## src/rtl/udp_tx_arbiter.sv

```systemverilog
// Two-channel round-robin front end for a UDP sender: validates each packet's byte count,
// latches the winner's descriptor, relays its payload words and enforces an inter-frame gap.
module udp_tx_arbiter #(
  parameter int IFG_CYCLES = 12,
  parameter int MAX_BYTES  = 1472
) (
  input  logic        eth_txc,
  input  logic        rst_n,
  input  logic        ch0_req,
  input  logic [15:0] ch0_byte_num,
  input  logic [47:0] ch0_dest_mac,
  input  logic [31:0] ch0_dest_ip,
  input  logic [15:0] ch0_dest_port,
  input  logic [31:0] ch0_data,
  output logic        ch0_grant,
  output logic        ch0_data_req,
  output logic        ch0_done,
  output logic        ch0_drop,
  input  logic        ch1_req,
  input  logic [15:0] ch1_byte_num,
  input  logic [47:0] ch1_dest_mac,
  input  logic [31:0] ch1_dest_ip,
  input  logic [15:0] ch1_dest_port,
  input  logic [31:0] ch1_data,
  output logic        ch1_grant,
  output logic        ch1_data_req,
  output logic        ch1_done,
  output logic        ch1_drop,
  output logic        tx_start,
  output logic [31:0] tx_data,
  output logic [15:0] tx_byte_num,
  output logic [47:0] dest_mac_addr,
  output logic [31:0] dest_ip_addr,
  output logic [15:0] dest_udp_port,
  input  logic        tx_req,
  input  logic        tx_pkg_done
);

  localparam logic [15:0] MAX_BYTES_W = 16'(MAX_BYTES);
  localparam int          GAP_W       = (IFG_CYCLES > 1) ? $clog2(IFG_CYCLES + 1) : 1;
  localparam logic [GAP_W-1:0] IFG_LOAD = GAP_W'(IFG_CYCLES);

  typedef enum logic [1:0] {IDLE, START, BUSY, GAP} state_t;

  state_t           state_reg;
  logic             rr_ptr_reg;
  logic [1:0]       grant_reg;
  logic [1:0]       done_reg;
  logic [1:0]       drop_reg;
  logic             tx_start_reg;
  logic [GAP_W-1:0] gap_cnt_reg;
  logic [15:0]      byte_num_reg;
  logic [47:0]      mac_reg;
  logic [31:0]      ip_reg;
  logic [15:0]      port_reg;

  logic [1:0]  avail;
  logic [1:0]  data_req_vec;
  logic        win_ch;
  logic        win_valid;
  logic [15:0] win_bytes;
  logic        win_legal;

  // A channel whose drop is pulsing this cycle is masked, so a requester that
  // reacts to the drop one edge late is not rejected twice.
  assign avail     = {ch1_req & ~drop_reg[1], ch0_req & ~drop_reg[0]};
  assign win_ch    = avail[rr_ptr_reg] ? rr_ptr_reg : ~rr_ptr_reg;
  assign win_valid = |avail;
  assign win_bytes = win_ch ? ch1_byte_num : ch0_byte_num;
  assign win_legal = (win_bytes != 16'd0) && (win_bytes <= MAX_BYTES_W);

  genvar gi;
  generate
    for (gi = 0; gi < 2; gi++) begin : g_ch
      assign data_req_vec[gi] = tx_req & grant_reg[gi];
    end
  endgenerate

  assign ch0_grant     = grant_reg[0];
  assign ch1_grant     = grant_reg[1];
  assign ch0_data_req  = data_req_vec[0];
  assign ch1_data_req  = data_req_vec[1];
  assign ch0_done      = done_reg[0];
  assign ch1_done      = done_reg[1];
  assign ch0_drop      = drop_reg[0];
  assign ch1_drop      = drop_reg[1];
  assign tx_start      = tx_start_reg;
  assign tx_byte_num   = byte_num_reg;
  assign dest_mac_addr = mac_reg;
  assign dest_ip_addr  = ip_reg;
  assign dest_udp_port = port_reg;
  assign tx_data       = grant_reg[0] ? ch0_data :
                         grant_reg[1] ? ch1_data : 32'd0;

  always_ff @(posedge eth_txc or negedge rst_n) begin
    if (!rst_n) begin
      state_reg    <= IDLE;
      rr_ptr_reg   <= 1'b0;
      grant_reg    <= 2'b00;
      done_reg     <= 2'b00;
      drop_reg     <= 2'b00;
      tx_start_reg <= 1'b0;
      gap_cnt_reg  <= '0;
      byte_num_reg <= 16'd0;
      mac_reg      <= 48'd0;
      ip_reg       <= 32'd0;
      port_reg     <= 16'd0;
    end else begin
      tx_start_reg <= 1'b0;
      done_reg     <= 2'b00;
      drop_reg     <= 2'b00;
      case (state_reg)
        IDLE: begin
          if (win_valid) begin
            if (win_legal) begin
              byte_num_reg      <= win_bytes;
              mac_reg           <= win_ch ? ch1_dest_mac  : ch0_dest_mac;
              ip_reg            <= win_ch ? ch1_dest_ip   : ch0_dest_ip;
              port_reg          <= win_ch ? ch1_dest_port : ch0_dest_port;
              grant_reg[win_ch] <= 1'b1;
              state_reg         <= START;
            end else begin
              drop_reg[win_ch] <= 1'b1;
              rr_ptr_reg       <= ~win_ch;
            end
          end
        end
        START: begin
          tx_start_reg <= 1'b1;
          state_reg    <= BUSY;
        end
        BUSY: begin
          if (tx_pkg_done) begin
            done_reg    <= grant_reg;
            rr_ptr_reg  <= ~grant_reg[1];
            grant_reg   <= 2'b00;
            gap_cnt_reg <= IFG_LOAD;
            state_reg   <= GAP;
          end
        end
        GAP: begin
          if (gap_cnt_reg == '0) begin
            state_reg <= IDLE;
          end else begin
            gap_cnt_reg <= gap_cnt_reg - 1'b1;
          end
        end
        default: state_reg <= IDLE;
      endcase
    end
  end

endmodule

```

## config.mk

```make
export PLATFORM = sky130hd
export DESIGN_NAME = udp_tx_arbiter
export DESIGN_NICKNAME = d
export VERILOG_FILES = /design/src/rtl/udp_tx_arbiter.sv
export SDC_FILE = /design/constraint.sdc
export NUM_CORES = 1
export LEC_CHECK = 0
export ABC_AREA = 1
export CORE_AREA = 2 2 175 177
export CTS_BUF_LIST = sky130_fd_sc_hd__clkbuf_8
export DETAILED_ROUTE_END_ITERATION = 10
export DIE_AREA = 0 0 177 179
export GPL_ROUTABILITY_DRIVEN = 0
export PLACE_DENSITY = 0.66
export SLEW_MARGIN = 40
export SYNTH_ARGS = -nofsm -noshare
export SYNTH_HDL_FRONTEND = slang
export SYNTH_SLANG_ARGS = --single-unit
```

## constraint.sdc

```tcl
create_clock -name eth_txc -period 3.6 [get_ports eth_txc]
set_clock_uncertainty 0.05 [all_clocks]
set_input_delay 0.9 -clock eth_txc [delete_from_list [all_inputs] [get_ports eth_txc]]
set_output_delay 0.9 -clock eth_txc [all_outputs]
set_load 0.01 [all_outputs]
```

=== Yosys cells after proc, flatten, opt, wreduce, memory -nomap -nowiden ===
Index checks and enable logic that the tools add are counted.
Widths: inputs -> output; s select.

* Register bits: 126
* Input bits: 294
* Output and inout port bits: 153
* Logic and storage cells: 81

* Muxes and demuxes: 33
* Eq/ne operators: 9
* Reduce and logical (&&, ||, !) cells: 13
* Order comparisons: 4
* Bitwise operators: 10
* Add/subtract/negate cells: 1

{| class="wikitable"
|+ Operator list
! cell !! count
|-
| $mux 32 || 3
|-
| $mux 48 || 1
|-
| $mux 16 || 2
|-
| $mux 2 || 12
|-
| $le 16x11->1 const B || 1
|-
| $reduce_bool 16->1 || 1
|-
| $ne 2x2->1 const B || 6
|-
| $reduce_and 4->1 || 3
|-
| $mux 1 || 8
|-
| $mux 4 || 2
|-
| $pmux 2 s4 || 1
|-
| $pmux 4 s2 || 1
|-
| $reduce_and 3->1 || 2
|-
| $not 1->1 || 5
|-
| $and 1x1->1 || 4
|-
| $eq 2x2->1 const B || 2
|-
| $logic_not 4->1 || 1
|-
| $lt 1x2->1 const B || 2
|-
| $pmux 2 s2 || 1
|-
| $reduce_bool 2->1 || 2
|-
| $sub 4x1->4 const B || 1
|-
| $eq 2x1->1 const B || 1
|-
| $logic_and 1x1->1 || 2
|-
| $logic_not 2->1 || 1
|-
| other kinds (5) || 5
|}

=== Depth between registers and ports, before layout ===
* Word-level depth: 13
* Mapped depth: 18

=== Least setup slack after synthesis ===
Ideal clock, no wire load.

* Path kind: input -> register
* From: in ch0_req
* To: reg port_reg[0], in the netlist dest_udp_port[0]
* Slack: 1.002 ns
* Setup time: 0.117 ns
* Arrival time: 2.430 ns
* Stages: 17
* Required time: 3.433 ns
* Cell sequence: nand2_1 -> nand2_2 -> nand2_2 -> buf_6 -> nand2_1 -> nand2_2 -> nand3_1 -> nor2_1 -> nand2_1 -> nand2_1 -> nand2_1 -> inv_2 -> nand3_4 -> buf_2 -> buf_6 -> nand2_1 -> nand2_1

* Word-level cells in the longest chain between the ends: 8
* Elaborated cells on any way between the ends: 11
* Classes of those cells: order compare (1); mux (5); bitwise (1); reduce/logical (4)

{| class="wikitable"
|+ Ends and longest elaborated chain
! element !! line !! RTL
|-
| start, declared || 9 || <nowiki>input logic ch0_req,</nowiki>
|-
| $and 1x1->1 * || 66 || <nowiki>assign avail = {ch1_req & ~drop_reg[1], ch0_req & ~drop_reg[0]};</nowiki>
|-
| $mux 1 (implied by the code) (2 in a row) || 67 || <nowiki>assign win_ch = avail[rr_ptr_reg] ? rr_ptr_reg : ~rr_ptr_reg;</nowiki>
|-
| $mux 1 || 67 ||
|-
| $mux 16 || 69 || <nowiki>assign win_bytes = win_ch ? ch1_byte_num : ch0_byte_num;</nowiki>
|-
| $le 16x11->1 or $reduce_bool 16->1 (tied branches) || 70 || <nowiki>assign win_legal = (win_bytes != 16'd0) && (win_bytes <= MAX_BYTES_W);</nowiki>
|-
| $logic_and 1x1->1 || 70 ||
|-
| $reduce_and 3->1 (no line) || -- ||
|-
| end signal, assigned || 119 || <nowiki>port_reg <= win_ch ? ch1_dest_port : ch0_dest_port;</nowiki>
|-
| end, declared || 55 || <nowiki>logic [15:0] port_reg;</nowiki>
|}

Every way passes the cells marked *; elsewhere a longest branch is shown, timed or not. The select of a mux whose other input is x is not followed.
A chain may end at the register's enable or synchronous reset.

=== Worst setup path in the final report ===
* From: reg grant_reg[0]
* To: out tx_data[9]

* Word-level cells in the longest chain between the ends: 1

{| class="wikitable"
|+ Ends and longest elaborated chain
! element !! line !! RTL
|-
| start, declared || 47 || <nowiki>logic [1:0] grant_reg;</nowiki>
|-
| start signal, assigned || 99 || <nowiki>grant_reg <= 2'b00;</nowiki>
|-
| start signal, assigned by index || 120 || <nowiki>grant_reg[win_ch] <= 1'b1;</nowiki>
|-
| start signal, assigned || 136 || <nowiki>grant_reg <= 2'b00;</nowiki>
|-
| $mux 32 || 92 || <nowiki>assign tx_data = grant_reg[0] ? ch0_data :</nowiki>
|-
| end, declared || 30 || <nowiki>output logic [31:0] tx_data,</nowiki>
|}

No other way between the ends.

==> run metrics <==
utilization after layout 41.95%; first-pass GRT wire length 44.59 mm; Crit path depth 5; ys async rst share 100.0%; I/O Pins 447; #FFs+latches synth 126; vias in the first global route 8151; Buf/Inv on CP 3; # H-tree levels 4; syn_nets 1379; filler cell count 3047; Post-Layout Cell Count 1904; Slew @ Worst Pin 0.7650 ns; M1 WL 12.03 mm; max incr delay on CP 0.57 ns; Net Sw Frac 44.01%; relative slew slack 48.95%; gr ovfl total 0; ranking of synthesized cells by area dfrtp_1 (44%), nand2_1 (33%), nand4_1 (9.4%), nand3_1 (3.1%), clkbuf_1 (2.7%); # clock sinks 126; pin count of the biggest net entering global routing 61; metal3 WL 2.085 mm; Internal Power 5.019 mW; CP Launch Type flop; P_leak 6.226 nW; WS Path Type reg2out; Yosys top cell by area dfrtp_1; cts repair resizes 0; area grow syn2layout 73.86%; vias per cell 4.489; final hold slack 0.3914 ns; clock power share 15.1%; Worst EP arrival 2.35 ns; Max VDD drop 0.2364 mV; Mapped Avg Cell Area 6.709 sq um; Final ANT Viol Nets 0; Detail Placement HPWL 23.52 mm; final period utilization 91.53%; worst min-delay path class in2async; Worst R2R Path Depth 16; Routed WL per cell 15.96 um; commonest cells in the netlist nand2_1 (630), dfrtp_1 (126), nand4_1 (109); Hold Fails Final Rpt 0; Logic pwr share 58.9%; RSZ-0062 raised after global routing no; register area share after synthesis 43.52%; vias post-DR 8547; Longest Clk Path Bufs 2; sequential power share 26.0%; TNS Setup 0 ns; GRT Resource Usage Total 18.28%; max cap viols 0; Worst EP required 2.65 ns; synth warn 0; Yosys top cell area share 43.52%; mapped cell area 0.007246 sq mm; uppermost routed layer met5; drt initial violations 416; synth unique cells 26; die area 0.03168 sq mm; Net Sw Power 3.946 mW; Worst path top cell family by delay buffers and inverters; # hold bufs at CTS 0; Critical-path top delay cell inv_1; Most used DFF post-synth dfrtp_1; number of antenna diodes 0; Die Y 179 um; status finished, final reports clean; core area 0.03003 sq mm; Core Rows 64; max-slew violations 0; clock latency on the worst-skew pair 0.43 ns; cells after synthesis 1080; worst setup margin 0.3049 ns; Routed Wire Length 30.39 mm; highest clock rate 303.5 MHz; detailed-route DRC error count 0; drt first pass iters 5; Post-Place Setup Slack 0.005453 ns; CTS tree yes; Final setup violation count 0; Initial Util 24.13%; die width 177 um; layout cells sized above 1 4.973%; Post-Place Cells 1872; IO Port Bufs 446; Met2 Routed Length 15.67 mm; number of enable-type register cells in the synthesized netlist 0; critical path peak fanout 26; root buf cell clkbuf_8; clock-pin slew on the worst setup and hold paths 0.08 ns; initial antenna violation count 1; Setup Fix Bufs, Post-CTS 0; fin nets 1794; Num CTS Buffers 17; max FFs per register 48; top-count cell post-synth nand2_1; Worst Setup End Kind output port; fin crit period 3.295 ns; PwrDens 711.7 mW/mm^2; crit-path cells inv_1 > buf_4 > nand3_1 > nand2_1 > clkdlybuf4s50_1
==> cell type report <==
cell class	instances	area [sq um]	share of cell area [%]
inverters	33	126.4	1.003
multi-input cells	841	3640	28.89
well taps	396	495.5	3.933
repair buffers	476	4753	37.73
clock inverters	14	181.4	1.440
clock buffers	18	247.7	1.967
flip-flops and latches	126	3153	25.03
==> metrics by stage <==
stage	total power [mW]	area (sq um)
after detailed placement	7.714	12170
after floorplan	4.891	7246
after CTS	9.109	12600
after global placement	7.645	12170
after global routing	9.671	12600
final	8.965	12600
==> power groups by stage <==
stage,Combinational (mW),Sequential (mW),Clock [mW]
after floorplan,2.30,2.59,0
after global placement,5.31,2.33,0
after detailed placement,5.35,2.36,0
after CTS,5.37,2.34,1.40
after global routing,5.80,2.41,1.46
final,5.28,2.33,1.35
==> per-layer routing <==
metal / vias to the layer above / global-route usage, %
met5: - / 0
met1: 3908 / 21.09
li1: 4288 / -
met2: 324 / 33.54
met4: 2 / 5.475
met3: 25 / 4.135
==> worst register-to-register path: cells and delay by family, from the launching register on <==
family                 cells  cell delay [ns]
and+or+nand+nor           11             1.23
buffers and inverters      5             0.88
DFF                        1             0.39
==> kinds of logic after synthesis <==
logic type,Yosys count,share of synthesized area [%]
AOI/OAI and AO/OA,21,1.537
buffers and inverters,113,6.666
adders and majority gates,5,0.8634
and+or+nand+nor,815,47.42
DFF,126,43.52
==> final timing paths <==
kind                                          startpoint                             to  slack [ns]
setup / recovery                grant_reg[0]$_DFFE_PN0P_                     tx_data[9]        0.30
hold / removal                                     rst_n  dest_mac_addr[24]$_DFFE_PN0P_        0.39
setup reg to reg                   drop_reg[1]$_DFF_PN0_    tx_byte_num[15]$_DFFE_PN0P_        0.95
hold reg to reg            dest_mac_addr[33]$_DFFE_PN0P_  dest_mac_addr[33]$_DFFE_PN0P_        0.42
max in group asynchronous                          rst_n  dest_mac_addr[44]$_DFFE_PN0P_        2.37
min in group eth_txc       dest_mac_addr[33]$_DFFE_PN0P_  dest_mac_addr[33]$_DFFE_PN0P_        0.42
==> cell usage in the layout, fill, tap and decap left out, drive strengths merged, types with 2 or more instances in the layout <==
| cell | n |
|---|---|
| o21ai | 15 |
| a21oi | 3 |
| nand2 | 634 |
| or2 | 2 |
| clkbuf | 18 |
| buf | 31 |
| clkinv | 5 |
| ha | 5 |
| dfrtp | 126 |
| nand4 | 109 |
| inv | 38 |
| nor2 | 20 |
| clkdlybuf4s50 | 445 |
| bufinv | 3 |
| nand3 | 48 |
(Power assumes the default switching activity.)
==> RTL change 1, RTL diff (same flow settings) <==
Change the parameter `IFG_CYCLES` from 12 to 6.
--- a/src/rtl/udp_tx_arbiter.sv
+++ b/src/rtl/udp_tx_arbiter.sv
@@ -1,7 +1,7 @@
 // Two-channel round-robin front end for a UDP sender: validates each packet's byte count,
 // latches the winner's descriptor, relays its payload words and enforces an inter-frame gap.
 module udp_tx_arbiter #(
-  parameter int IFG_CYCLES = 12,
+  parameter int IFG_CYCLES = 6,
   parameter int MAX_BYTES  = 1472
 ) (
   input  logic        eth_txc,
Formal check against the unedited RTL: same outputs for any inputs over 4 cycles, from zero or initial values and one cycle with rst_n low; that may be too few to reach the edited logic, so the function may still have changed.
==> RTL change 1 against the unedited design <==
Area after synthesis is 0.86% higher. Setup slack better by 0.20 ns. Power is 1.7% lower. Combinational power is 2% lower. Count of clock-buffer cells in the layout stayed put. Die area stayed put. Final area is 0.21% higher. Sequential cell count is 1 lower. Routed wire length is 3.6% higher. Critical path depth is 1 lower.
==> RTL change 1: results (changes against the unedited design) <==
Synthesis
  – Register area share after synthesis: 42.8% (was 43.5%)
  – Synth top area cells: dfrtp_1, nand2_1, nand4_1 (unchanged)
  – Syn Inst Count: 1,093 (was 1,080)
  – Most frequent cells after synthesis: nand2_1, dfrtp_1, nand4_1 (unchanged)
  – Synth cell types: 24 (was 26)

Critical path
  – Largest fanout on the critical path: 1 (was 26)
  – Worst Reg2Reg Path Length in Cells: 14 (was 16)
  – Worst setup path start: ch0_data[0] (was grant_reg[0]$_DFFE_PN0P_)
  – R2r setup slk: 1.11 ns (was 0.95 ns)
  – CP endpoint: tx_data[0] (was tx_data[9])
  – Max stage delay cell, worst path: clkdlybuf4s50_1 (was inv_1)
  – Worst R2R End: dest_mac_addr[32]$_DFFE_PN0P_ (was tx_byte_num[15]$_DFFE_PN0P_)

Place
  – Pre-CTS WS: 0.200 ns (was 0.00545 ns)
  – Post-detail-place hpwl: 24.2 mm (was 23.5 mm)
  – Placed cells: 1,880 (was 1,872)
  – Post-Place Cell Area: 12,200 um^2 (about the same)

Final layout
  – Design area: 12,600 um^2 (about the same)
  – Layout filler cell count: 3,078 (was 3,047)
  – Total Nets Final: 1,803 (was 1,794)
  – Layout cells sized above 1: 4.88% (was 4.97%)

Route
  – 1st-iter DRT viols: 550 (was 416)
  – WL/cell: 16.5 um (was 16.0 um)
  – Metal2 WL: 16.5 mm (was 15.7 mm)
  – DRT Pass-1 Iters: 8 (was 5)
  – DR top layer: met4 (was met5)
  – Met3 Wirelength: 2.31 mm (was 2.09 mm)
  – Via density: 4.58 (was 4.49)
  – Total Wirelength: 31.5 mm (was 30.4 mm)

Global route
  – Met2 Track Usage GR: 35.6% (was 33.5%)
  – Vias in the first global route: 8,309 (was 8,151)
  – All-Layer GR Usage: 19.1% (was 18.3%)
  – Met3 track demand over resource: 4.45% (was 4.13%)
  – Initial antenna violation count: 0 (was 1)
  – Largest net degree at the start of global routing: 55 (was 61)
  – First-pass GRT wire length: 46.4 mm (was 44.6 mm)

Timing
  – Achievable frequency: 323 MHz (was 303 MHz)
  – Worst slew pin tran: 0.539 ns (was 0.765 ns)

Power and ir drop
  – Peak VDD IR: 0.293 mV (was 0.236 mV)

Status
  – Status: finished clean (unchanged)
[RTL change 1: cell types whose count changed after synthesis, moves of 2 or more]
cell	change
nand2_2	-2
inv_1	-3
buf_1	+3
buf_2	-10
buf_6	+6
inv_2	+5
nand3_1	+3
nand2_1	+17
o21ai_1	-3
[RTL change 1: final cells by class]
type / count / share of cell area, %
Clock inverter: 14 / 1.53
Inverter: 35 / 1.06
Sequential cell: 125 / 24.8
Tap cell: 396 / 3.93
Timing Repair Buffer: 472 / 37.5
Clock buffer: 18 / 1.96
Antenna cell: 1 / 0.0198
Multi-Input combinational cell: 852 / 29.2
[RTL change 1: worst min-delay path by stage]
| stage | to | slack, ns | cells after the start |
|---|---|---|---|
| finish | dest_mac_addr[41]$_DFFE_PN0P_ | 0.37 | 1 |
| global route | dest_mac_addr[38]$_DFFE_PN0P_ | 0.37 | 1 |
| CTS | dest_mac_addr[37]$_DFFE_PN0P_ | 0.36 | 1 |
| detailed placement | dest_udp_port[13]$_DFFE_PN0P_ | 0.41 | 2 |
| global placement | dest_mac_addr[32]$_DFFE_PN0P_ | 0.40 | 2 |
| floorplan | state_reg[1]$_DFFE_PN0P_ | 0.44 | 2 |
[RTL change 1: power by group]
part | internal, mW | switching, mW
Sequential | 1.93 | 0.285
Clock | 0.775 | 0.641
Combinational | 2.21 | 2.98
Total | 4.91 | 3.90
[RTL change 1: kinds of logic (layout without fill, tap and decap cells)]
kind of cell	count (synthesis)	count (layout)	share of synthesized area, %
other	0	1	0
flip-flops	125	125	42.8
AO/OA/AOI/OAI	13	13	0.890
buffers and inverters	116	539	7.26
AND/OR/NAND/NOR	833	833	48.0
adder cells (fa/ha/maj)	6	6	1.03
==> RTL change 2, RTL diff (same flow settings) <==
Made on the original files. Re-encode `state_t` (4 states) as one-hot, 4 bits wide.
--- a/src/rtl/udp_tx_arbiter.sv
+++ b/src/rtl/udp_tx_arbiter.sv
@@ -40,7 +40,7 @@
   localparam int          GAP_W       = (IFG_CYCLES > 1) ? $clog2(IFG_CYCLES + 1) : 1;
   localparam logic [GAP_W-1:0] IFG_LOAD = GAP_W'(IFG_CYCLES);
 
-  typedef enum logic [1:0] {IDLE, START, BUSY, GAP} state_t;
+  typedef enum logic [3:0] {IDLE = 4'b0001, START = 4'b0010, BUSY = 4'b0100, GAP = 4'b1000} state_t;
 
   state_t           state_reg;
   logic             rr_ptr_reg;
Formal check against the unedited RTL: no difference found for any inputs over 4 cycles, from zero or initial values and one cycle with rst_n low; so few cycles prove little.
==> RTL change 2 against the unedited design <==
Die area unchanged. Final area decreased by 2.7%. Area after synthesis decreased by 2.2%. Sequential cell count increased by 2. Setup slack improved by 0.18 ns. Power decreased by 10%. Routed wire length decreased by 8.7%.
==> RTL change 2: results (changes against the unedited design) <==
Status
  – Status: finished clean (unchanged)

Global route
  – Met1 Use GR: 19.0% (was 21.1%)
  – Largest net degree at the start of global routing: 62 (was 61)
  – Vias in the first global route: 7,509 (was 8,151)
  – Met3 track demand over resource: 4.39% (was 4.13%)
  – Initial antenna violation count: 0 (was 1)
  – First-pass GRT wire length: 40.5 mm (was 44.6 mm)
  – All-Layer GR Usage: 16.5% (was 18.3%)
  – Met2 Track Usage GR: 30.1% (was 33.5%)

Route
  – Total Wirelength: 27.7 mm (was 30.4 mm)

Critical path
  – Worst setup path start: ch1_data[4] (was grant_reg[0]$_DFFE_PN0P_)
  – CP endpoint: tx_data[4] (was tx_data[9])
  – Worst R2R End: dest_mac_addr[32]$_DFFE_PN0P_ (was tx_byte_num[15]$_DFFE_PN0P_)
  – Arrival time worst endpoint: 2.17 ns (was 2.35 ns)
  – Max stage delay cell, worst path: clkdlybuf4s50_1 (was inv_1)

Final layout
  – Layout cells sized above 1: 4.06% (was 4.97%)
  – Layout filler cell count: 3,130 (was 3,047)
  – Total Nets Final: 1,811 (was 1,794)

Synthesis
  – Syn Nets: 1,389 (was 1,379)
  – Adder-Cell Fraction of Synth Area: 0.177% (was 0.863%)
  – Synth top area cells: dfrtp_1, nand2_1, nand3_1 (was dfrtp_1, nand2_1, nand4_1)
  – Register area share after synthesis: 45.2% (was 43.5%)
  – Synth Area per Inst: 6.47 um^2 (was 6.71 um^2)
  – Post-synthesis compound-gate area fraction: 1.20% (was 1.54%)
  – Synth cell types: 28 (was 26)

Timing
  – Worst slew pin tran: 0.667 ns (was 0.765 ns)
  – Post-route setup slack: 0.485 ns (was 0.305 ns)

Power and ir drop
  – Peak VDD IR: 0.328 mV (was 0.236 mV)
  – LEAKAGE: 6.26 nW (was 6.23 nW)

Place
  – Pre-CTS WS: 0.0657 ns (was 0.00545 ns)
  – Post-Place Cell Area: 11,900 um^2 (was 12,200 um^2)
  – Post-detail-place hpwl: 22.1 mm (was 23.5 mm)

CTS
  – H-Tree Depth: 4 (unchanged)
  – CTS buffer count: 17 (unchanged)
==> RTL change 2: layout make-up <==
class | instances | area [um^2] | share of cell area [%]
Clock buffer | 17 | 234 | 1.91
Clock inverter | 14 | 121 | 0.991
Inverter | 44 | 169 | 1.38
Multi-Input combinational cell | 865 | 3410 | 27.8
Sequential cell | 128 | 3200 | 26.2
Tap cell | 396 | 495 | 4.04
Timing Repair Buffer | 460 | 4620 | 37.7
==> RTL change 2: power breakdown <==
group          internal (mW)  leakage [nW]  switching, mW
Sequential              2.02          1.73          0.328
Clock                  0.542         0.182          0.602
Combinational           2.11          4.35           2.45
Total                   4.67          6.26           3.38
==> RTL change 2: metal layers <==
metal | vias to the layer above | part of all wire [%]
met5 | - | 0
met4 | 0 | 1.7
met3 | 21 | 8.2
met2 | 323 | 51
met1 | 3710 | 39
li1 | 4137 | -
==> RTL change 2: worst register-to-register path: cells and delay by family (launching register included) <==
family	cells	cell delay [ns]
and+or+nand+nor	14	1.63
buffers and inverters	2	0.44
DFF	1	0.39
